<file path="src/rtl/riscv_ir_imm_alu.sv">
// Multicycle RV32I datapath slice: instruction register with old-PC latch, field decode,
// immediate extender and ALU with a registered result.
module riscv_ir_imm_alu #(
    parameter int          XLEN     = 32,
    parameter logic [31:0] IR_RESET = 32'h0000_0013
) (
    input  logic            clk,
    input  logic            reset,
    input  logic            ir_write,
    input  logic [XLEN-1:0] pc,
    input  logic [XLEN-1:0] read_data,
    input  logic [1:0]      imm_src,
    input  logic [2:0]      alu_control,
    input  logic [XLEN-1:0] src_a,
    input  logic [XLEN-1:0] src_b,
    output logic [XLEN-1:0] instr,
    output logic [XLEN-1:0] old_pc,
    output logic [6:0]      opcode,
    output logic [4:0]      rd,
    output logic [2:0]      func3,
    output logic [4:0]      rs1,
    output logic [4:0]      rs2,
    output logic [6:0]      func7,
    output logic [XLEN-1:0] imm_ext,
    output logic [XLEN-1:0] alu_result,
    output logic [XLEN-1:0] alu_out,
    output logic            zero
);

    logic [XLEN-1:0]        ir_p1;
    logic [XLEN-1:0]        old_pc_p1;
    logic [XLEN-1:0]        alu_out_p1;
    logic signed [XLEN-1:0] a_s;
    logic signed [XLEN-1:0] b_s;

    // Stage p1: instruction fetch capture (IR and the PC it came from load together)
    always_ff @(posedge clk or negedge reset) begin
        if (!reset) begin
            ir_p1     <= IR_RESET;
            old_pc_p1 <= '0;
        end else if (ir_write) begin
            ir_p1     <= read_data;
            old_pc_p1 <= pc;
        end
    end

    assign instr  = ir_p1;
    assign old_pc = old_pc_p1;
    assign opcode = ir_p1[6:0];
    assign rd     = ir_p1[11:7];
    assign func3  = ir_p1[14:12];
    assign rs1    = ir_p1[19:15];
    assign rs2    = ir_p1[24:20];
    assign func7  = ir_p1[31:25];

    always_comb begin
        imm_ext = '0;
        unique case (imm_src)
            2'b00: imm_ext = {{20{ir_p1[31]}}, ir_p1[31:20]};
            2'b01: imm_ext = {{20{ir_p1[31]}}, ir_p1[31:25], ir_p1[11:7]};
            2'b10: imm_ext = {{20{ir_p1[31]}}, ir_p1[7], ir_p1[30:25], ir_p1[11:8], 1'b0};
            2'b11: imm_ext = {{12{ir_p1[31]}}, ir_p1[19:12], ir_p1[20], ir_p1[30:21], 1'b0};
            default: imm_ext = '0;
        endcase
    end

    assign a_s = src_a;
    assign b_s = src_b;

    always_comb begin
        alu_result = '0;
        unique case (alu_control)
            3'b000: alu_result = src_a + src_b;
            3'b001: alu_result = src_a - src_b;
            3'b010: alu_result = src_a & src_b;
            3'b011: alu_result = src_a | src_b;
            3'b100: alu_result = src_a ^ src_b;
            3'b101: alu_result = {{(XLEN-1){1'b0}}, (a_s < b_s)};
            3'b110: alu_result = {{(XLEN-1){1'b0}}, (src_a < src_b)};
            3'b111: alu_result = src_b;
            default: alu_result = '0;
        endcase
    end

    assign zero = (alu_result == '0);

    // Stage p1: ALU result register, free-running
    always_ff @(posedge clk or negedge reset) begin
        if (!reset) alu_out_p1 <= '0;
        else        alu_out_p1 <= alu_result;
    end

    assign alu_out = alu_out_p1;

endmodule

</file>
<file path="config.mk">
export PLATFORM = sky130hd
export DESIGN_NAME = riscv_ir_imm_alu
export DESIGN_NICKNAME = d
export VERILOG_FILES = /design/src/rtl/riscv_ir_imm_alu.sv
export SDC_FILE = /design/constraint.sdc
export NUM_CORES = 1
export LEC_CHECK = 0
export BUFFER_PORTS_ARGS = -buffer_cell sky130_fd_sc_hd__clkbuf_2
export CAP_MARGIN = 0
export CORE_MARGIN = 1.5
export CORE_UTILIZATION = 32
export CTS_CLUSTER_SIZE = 40
export DETAILED_ROUTE_END_ITERATION = 10
export GPL_TIMING_DRIVEN = 0
export HOLD_SLACK_MARGIN = 0.06
export MAX_ROUTING_LAYER = met4
export SLEW_MARGIN = 0
export SYNTH_ARGS = -nofsm -noshare
export SYNTH_HDL_FRONTEND = slang
export SYNTH_SLANG_ARGS = --single-unit
</file>
<file path="constraint.sdc">
create_clock -name clk -period 6.8 [get_ports clk]
set_clock_uncertainty 0.05 [all_clocks]
set_input_delay 2.04 -clock clk [delete_from_list [all_inputs] [get_ports clk]]
set_output_delay 2.04 -clock clk [all_outputs]
set_load 0.1 [all_outputs]
</file>
# After elaboration in Yosys (flattened, before gate mapping)
# Cells that the tools add are included.
op_classes:
  n_addsub: 2
  order_cmp: 2
  eq_ne: 10
  n_mux: 2
  bitwise: 3
  n_reduce_logical: 3
ops:
  columns: ["cell", "n"]
  rows:
  - ["one-hot mux 32 bit (8 select lines)", 1]
  - ["one-hot mux 32 bit (4 select lines)", 1]
  - ["less-than comparator 32 bit", 2]
  - ["adder 32 bit", 1]
  - ["AND 32 bit", 1]
  - ["zero test 32 bit", 1]
  - ["bitwise OR 32 bit", 1]
  - ["subtractor 32 bit", 1]
  - ["bitwise XOR 32 bit", 1]
  - ["equality test 3 bit (second input constant)", 4]
  - ["equality test 3 x 2 -> 1 bit (second input constant)", 2]
  - ["equality test 2 bit (second input constant)", 2]
  - ["equality test 3 x 1 -> 1 bit (second input constant)", 1]
  - ["zero test 3 bit", 1]
  - ["equality test 2 x 1 -> 1 bit (second input constant)", 1]
  - ["zero test 2 bit", 1]
totals:
  ff_bits: 96
  out_inout_bits: 193
  word_cells: 25

# Logic depth before layout (Yosys ltp)
# Gate-level depths: netlist of the first run.
depth:
  depth_word: 3
  ltp_mapped: 16

# Worst setup path after synthesis of the first run
# OpenSTA, ideal clock, no wires.
synth_timing:
  kind: "input to output"
  startpoint: "input port src_b[2]"
  endpoint: "output port zero"
  t_arrival_ns: 9.104
  required_time_ns: 4.710
  path_slack_ns: -4.394
  cell_stages: 13
  cell_sequence: "inv_1 ha_1 buf_2 nand2b_1 a2111oi_0 or4b_1 a31o_1 buf_2 a311oi_2 o21bai_1 a21oi_1 o311ai_0 nor4_2"
synth_via:
  elab_chain_cells: 3
synth_lines:
  columns: ["item", "line", "rtl"]
  rows:
  - ["from (decl)", "15", "input logic [XLEN-1:0] src_b,"]
  - ["subtractor 32 bit or adder 32 bit (tied branches)", "74, 73", null]
  - ["one-hot mux 32 bit (8 select lines) (*)", "72", "unique case (alu_control)"]
  - ["net alu_result[24]", "25", "output logic [XLEN-1:0] alu_result,"]
  - ["zero test 32 bit (*)", "85", "assign zero = (alu_result == '0);"]
  - ["to (decl)", "27", "output logic zero"]
# The timed path passes the listed nets; every way through them passes the cells marked *.

# Worst setup path after layout of the first run
layout_timing:
  startpoint: "input port src_a[0]"
  endpoint: "output port zero"
layout_via:
  elab_chain_cells: 3
layout_lines:
  columns: ["item", "line", "rtl"]
  rows:
  - ["from (decl)", "14", "input logic [XLEN-1:0] src_a,"]
  - ["subtractor 32 bit (tied with other cells)", "74", "3'b001: alu_result = src_a - src_b;"]
  - ["one-hot mux 32 bit (8 select lines) (*)", "72", null]
  - ["zero test 32 bit (*)", "85", null]
# Mark *: on every way between the ends. The rest lies on a longest branch, timed or not.

==> results of run 1 <==
-- sequential cells by signal, indices dropped and copies added, names as in the netlist --
| name | count |
|---|---|
| instr | 32 |
| alu_out | 32 |
| old_pc | 32 |
-- where the power goes --
group	internal, mW	total (mW)	switching (mW)
combinational	0.633	2.35	1.72
sequential	0.640	0.690	0.0499
clock	0.289	0.522	0.233
-- per-stage QoR --
stage | util (%) | setup WS, ns | std cells | TNS, ns
after global placement | 41.3 | -2.50 | 1915 | -28.41
after CTS | 45.4 | -1.12 | 1953 | -8.32
final | 49.8 | -0.953 | 2021 | -6.39
after floorplan | - | -2.33 | 1198 | -4.03
after detailed placement | 41.4 | -2.48 | 1916 | -28.08
after global routing | 49.8 | -1.04 | 2020 | -7.51
-- timing repair --
| action | 4_1_cts | 5_1_grt |
|---|---|---|
| cloned | 0 | 1 |
| pin swaps | 35 | 74 |
| hold buffers | 0 | 0 |
| endpoints found under the hold margin | 0 | 0 |
| setup buffers | 24 | 67 |
| resized for setup | 157 | 255 |
| endpoints found under the setup margin | 28 | 26 |
-- logic make-up after synthesis --
family	after synthesis	share of synthesized area (%)
XOR/XNOR	16	1.45
buffers and inverters	221	10.7
adder cells (fa/ha/maj)	98	12.8
AND/OR/NAND/NOR	317	15.6
multiplexers	80	9.17
AO/OA/AOI/OAI	370	25.4
flip-flops	96	24.9
-- cell usage after synthesis (12+ instances only) --
| master | n |
|---|---|
| nand3_1 | 22 |
| inv_1 | 100 |
| ha_1 | 96 |
| xnor2_1 | 12 |
| a21oi_1 | 98 |
| nor3_1 | 23 |
| buf_4 | 51 |
| mux2_2 | 69 |
| nor2_1 | 93 |
| nand2_1 | 98 |
| o22ai_1 | 14 |
| clkbuf_1 | 51 |
| o211ai_1 | 13 |
| o21ai_0 | 71 |
| a31oi_1 | 15 |
| a21o_1 | 22 |
| dfrtp_1 | 93 |
| nor2b_1 | 14 |
-- layer usage --
metal | vias up | GRT usage (%) | wire length [um]
met3 | 107 | 3.35 | 3690
met5 | - | - | 0
li1 | 5108 | - | -
met2 | 636 | 48.8 | 22800
met1 | 5618 | 36.0 | 18400
met4 | 0 | 13.6 | 2000
-- worst max-delay path by stage --
stage            to  slack (ns)  depth (start not counted)
2_1_floorplan  zero       -2.33                         14
3_3_place_gp   zero       -2.50                         15
3_5_place_dp   zero       -2.48                         15
4_1_cts        zero       -1.12                         15
5_1_grt        zero       -1.04                         18
6_report       zero       -0.95                         18
-- area by class of cell --
class	instances	area (um^2)
diodes	6	15.0
plain buffers	113	857
clock buffers	9	225
clock inverters	7	78.8
fillers	2873	14900
inverters	102	445
multi-input cells	881	7400
flip-flops and latches	96	2410
well taps	390	488
repair buffers	417	2900
==> qor.tcl, run 1 <==
set qor(cts.reportedPaths.clkPinSlew_ns) 0.06
set qor(worstReg2RegEnd) {instr[31]}
set qor(drive_gt1_share_pct) 48.8
set qor(slowest_delay_ns) 0.53
set qor(cellPowerDensity_nw_per_um2) 240
set qor(finalCritPeriodShare_pct) 114
set qor(drtAntennaViolNets) 0
set qor(synth_seq_area_share_pct) 24.9
set qor(power.ir.vdd_worst_mv) 0.150
set qor(hold_path_depth) 1
set qor(io_buffer_count) 327
set qor(die_y_um) 177
set qor(remaining_drc_errors) 0
set qor(cts.sink_count) 96
set qor(setup.worst_path.class) {in -> out}
set qor(initialDrtViolationCount) 1258
set qor(crit_path_cell_trace) {clkbuf_16, inv_12, ha_4, inv_2, fa_2, nand2b_4, a2111oi_4, or4b_4, a31o_4, buf_12, a31oi_4, o21bai_1, a21oi_1, xnor2_1, o21ai_4, or4_4, nor4_4, buf_8}
set qor(synthArstFlopShare_pct) 100
set qor(slowest_cell_on_crit_path) {or4b_4}
set qor(path_delay_family) {simple AND/OR/NAND/NOR gates}
set qor(report.final.hold_viol_count) 0
set qor(synth-edff-count) 0
set qor(timing.fmax_ghz) 0.129
set qor(fin_crit_ns) 7.75
set qor(syn_to_final_growth_pct) 53.1
set qor(synth.net_count) 1432
set qor(fp.dieArea_um2) 31300
set qor(vias) 11500
set qor(maxCapViolations) 0
set qor(die_w_um) 177
set qor(worst_r2r_startpoint) {instr[31]}
set qor(holdCritPathClass) {reg -> reg}
set qor(holdWs_ns) 0.463
set qor(synthTopCellsByArea) {dfrtp_1 (24%), ha_1 (12%), mux2_2 (8.0%)}
set qor(synthesis.yosys.warnings) 0
set qor(postPlaceCellArea_um2) 12300
set qor(design_power_total_mw) 3.56
set qor(worst-r2r-cell-count) 1
set qor(slew_viol_final) 0
set qor(netlist.area_leader.share_pct) 24.1
set qor(grt_pass1_wl_um) 66600
set qor(h_tree_lvls) 3
set qor(hold-path-endpoint) {old_pc[27]}
set qor(synthDistinctLibCells) 78
set qor(setup_viol_count_final) 19
set qor(root_buffer_cell) {clkbuf_16}
set qor(pin_count_of_the_biggest_net_entering_global_routing) 62
set qor(antenna_violations_before_repair) 5
set qor(worst_skew_pair.late_latency_ns) 0.34
set qor(post_synth_inst_count) 1198
set qor(most_common_library_cell_in_the_layout_ignoring_fill_and_taps) {clkbuf_2}
set qor(wire_per_inst_um) 23.2
set qor(vias_in_the_first_global_route) 10600
set qor(cts_tree) {yes}
set qor(layout_common_cells) {clkbuf_2 (300), buf_4 (123), nand2_1 (93), dfrtp_1 (93), nor2_1 (83)}
set qor(min_from) {old_pc[27]}
set qor(power.leakage_nw) 6.99
set qor(finish.net_count) 1854
set qor(r2r_setup_slack_ns) 5.72
set qor(core_um2) 29700
set qor(timing.critical_path.arrival_ns) 5.66
set qor(synthFlopType) {dfrtp_1}
set qor(floorplan.io_pins) 329
set qor(detail_route.first_pass.iterations) 5
set qor(number_of_buffers_added_by_the_clock_tree_synthesis_step) 9
set qor(synth_top_area_cell) {dfrtp_1}
set qor(slew_headroom_pct) 36.2
set qor(start_util_pct) 32.6
set qor(tightest_slew_ns) 0.958
set qor(grt_setup_unrepaired) {true}
set qor(core.rowCount) 63
set qor(violations) {negative setup slack}
set qor(cp-end-kind) {output port}
set qor(critPathBufInv) 5
set qor(overflow) 0
set qor(synth.cell_area_um2) 9670
set qor(yosys_register_bits) 96
set qor(final_design_area_no_fill_um2) 14800
set qor(gp_routability_congestion) 0.980
set qor(cp-start-kind) {input pin}
set qor(ctsLongestPathBuffers) 2
set qor(outcome) {finished with violations}
set qor(post_synth.cell_area_avg_um2) 8.07
set qor(postRouteWirelength_um) 46900
set qor(dp_hpwl_um) 36300
set qor(via_per_inst) 5.67
set qor(crit_required_ns) 4.71
set qor(grtUsageTotal_pct) 29.5
set qor(postLayoutSetupSlackWorst_ns) -0.953
set qor(startpoint) {src_a[0]}
set qor(critical_path_peak_fanout) 6
Power figures use the tool's default switching activity.
==> inputs of run 2 (changes only) <==
RECOVER_POWER = 25   (was unset)
SLEW_MARGIN = unset   (was 0)
==> qor.tcl, run 2 (synthesized netlist as in run 1, its figures left out) <==
set qor(outcome) {finished with violations}
set qor(violations) {max-capacitance violations, max-slew violations, negative setup slack}
set qor(holdWs_ns) 0.463
set qor(holdCritPathClass) {reg -> reg}
set qor(overflow) 0
set qor(remaining_drc_errors) 0
set qor(crit_required_ns) 4.71
set qor(internal_power_mw) 1.56
set qor(clockPowerShare_pct) 14.7
set qor(detail_route.first_pass.iterations) 5
set qor(grt_setup_unrepaired) {true}
set qor(setup.worst_path.class) {in -> out}
set qor(fillCellCount) 2875
set qor(cp-start-kind) {input pin}
set qor(cts.reportedPaths.clkPinSlew_ns) 0.06
set qor(core_um2) 29700
set qor(cts_tree) {yes}
set qor(vias) 11500
set qor(cts.sink_count) 96
set qor(gp_routability_congestion) 0.980
set qor(die_y_um) 177
set qor(seq_power_share_pct) 19.4
set qor(fp.dieArea_um2) 31300
set qor(cellPowerDensity_nw_per_um2) 241
set qor(final_core_utilization_pct) 49.8
set qor(slew_headroom_pct) -83.5
set qor(fin_crit_ns) 7.74
set qor(timing.critical_path.arrival_ns) 5.65
set qor(ctsLongestPathBuffers) 2
set qor(dp_hpwl_um) 36300
set qor(wire_per_inst_um) 23.2
set qor(core.rowCount) 63
set qor(h_tree_lvls) 3
set qor(finalCritPeriodShare_pct) 114
set qor(initialDrtViolationCount) 1260
set qor(antenna_violations_before_repair) 5
set qor(timing.setup.tns_ns) -6.39
set qor(critical_path_peak_fanout) 6
set qor(via_per_inst) 5.68
set qor(slew_viol_final) 99
set qor(combPwrFrac_pct) 66.0
set qor(grt_pass1_wl_um) 66600
set qor(root_buffer_cell) {clkbuf_16}
set qor(postLayoutSetupSlackWorst_ns) -0.943
set qor(tightest_slew_ns) 2.75
set qor(swShare_pct) 56.2
set qor(maxCapViolations) 2
set qor(design_power_total_mw) 3.56
set qor(worst_skew_pair.late_latency_ns) 0.34
set qor(layout_common_cells) {clkbuf_2 (300), buf_4 (123), nand2_1 (93), dfrtp_1 (93), nor2_1 (83)}
set qor(drtAntennaViolNets) 0
set qor(grtUsageTotal_pct) 29.5
set qor(number_of_buffers_added_by_the_clock_tree_synthesis_step) 9
set qor(setup_viol_count_final) 19
set qor(pin_count_of_the_biggest_net_entering_global_routing) 62
set qor(drive_gt1_share_pct) 48.7
set qor(most_common_library_cell_in_the_layout_ignoring_fill_and_taps) {clkbuf_2}
set qor(vias_in_the_first_global_route) 10600
set qor(report.final.hold_viol_count) 0
set qor(postRouteWirelength_um) 46900
set qor(floorplan.io_pins) 329
set qor(io_buffer_count) 327
set qor(die_w_um) 177
set qor(power.net_switching_mw) 2.00
set qor(syn_to_final_growth_pct) 52.9
set qor(timing.fmax_ghz) 0.129
set qor(power.leakage_nw) 6.98
set qor(finish.net_count) 1854
set qor(power.ir.vdd_worst_mv) 0.150
set qor(post_placement_worst_setup_slack_ns) -2.48
set qor(cp-end-kind) {output port}
set qor(start_util_pct) 32.6
set qor(cts.hold.buffers_added) 0
[run 2: changes by cell type in the layout (fill, tap and decap cells not counted), sizes merged]
| cell | change |
|---|---|
| dlymetal6s4s | +1 |
| buf | -1 |
[run 2: final timing paths]
check	from	cells after the start	slack, ns	to
setup / recovery	src_a[0]	18	-0.94	zero
max in group asynchronous	reset	2	0.93	alu_out[1]
hold / removal	old_pc[27]	1	0.46	old_pc[27]
setup reg to reg	instr[31]	1	5.72	instr[31]
min in group asynchronous	reset	1	2.17	instr[18]
hold reg to reg	old_pc[27]	1	0.46	old_pc[27]
[run 2: layout make-up]
type / count / area (um^2) / area share [%]
tap: 390 / 488 / 3.30
clock buffer: 9 / 225 / 1.52
buffer: 113 / 857 / 5.79
multi-input combinational: 881 / 7400 / 50.0
inverter: 102 / 445 / 3.01
clock inverter: 7 / 78.8 / 0.533
timing repair buffer: 417 / 2880 / 19.5
antenna: 6 / 15.0 / 0.101
sequential: 96 / 2410 / 16.3
[run 2: power groups by stage]
stage | clock, mW | sequential (mW) | combinational [mW]
final | 0.522 | 0.690 | 2.35
after global routing | 0.561 | 0.698 | 2.43
after global placement | 0 | 0.699 | 2.01
after CTS | 0.538 | 0.690 | 2.15
after floorplan | 0 | 1.19 | 1.10
after detailed placement | 0 | 0.701 | 2.02
[run 2: worst max-delay path, stage by stage]
cell and delay (ns):
clkbuf_16 0.14, inv_12 0.05, ha_4 0.12, inv_2 0.04
fa_2 0.36, nand2b_4 0.10, a2111oi_4 0.08, or4b_4 0.53
a31o_4 0.27, buf_12 0.14, a31oi_4 0.18, o21bai_1 0.08
a21oi_1 0.19, xnor2_1 0.20, o21ai_4 0.15, or4_4 0.47
nor4_4 0.26, buf_8 0.24
[run 2: per-stage QoR]
stage | instances | area [um^2]
3_3_place_gp | 1915 | 12300
3_5_place_dp | 1916 | 12300
6_report | 2021 | 14800
4_1_cts | 1953 | 13500
2_1_floorplan | 1198 | 10100
5_1_grt | 2020 | 14800
[run 2: timing repair]
| action | in CTS | in global routing |
|---|---|---|
| resized for setup | 157 | 255 |
| buffers inserted | 24 | 67 |
| endpoints found under the setup margin | 28 | 26 |
| pin swaps | 35 | 74 |
| gates cloned | 0 | 1 |
[run 2: per-layer routing]
metal  global-route usage, %  up-vias  part of all wire, %  wire, um
met2                    48.8      647                   48     22700
met1                    36.0     5611                   39     18400
met4                    13.6        0                  4.3      2030
met3                    3.35      111                  7.9      3710
met5                       -        -                    0         0
li1                        -     5108                    -         -
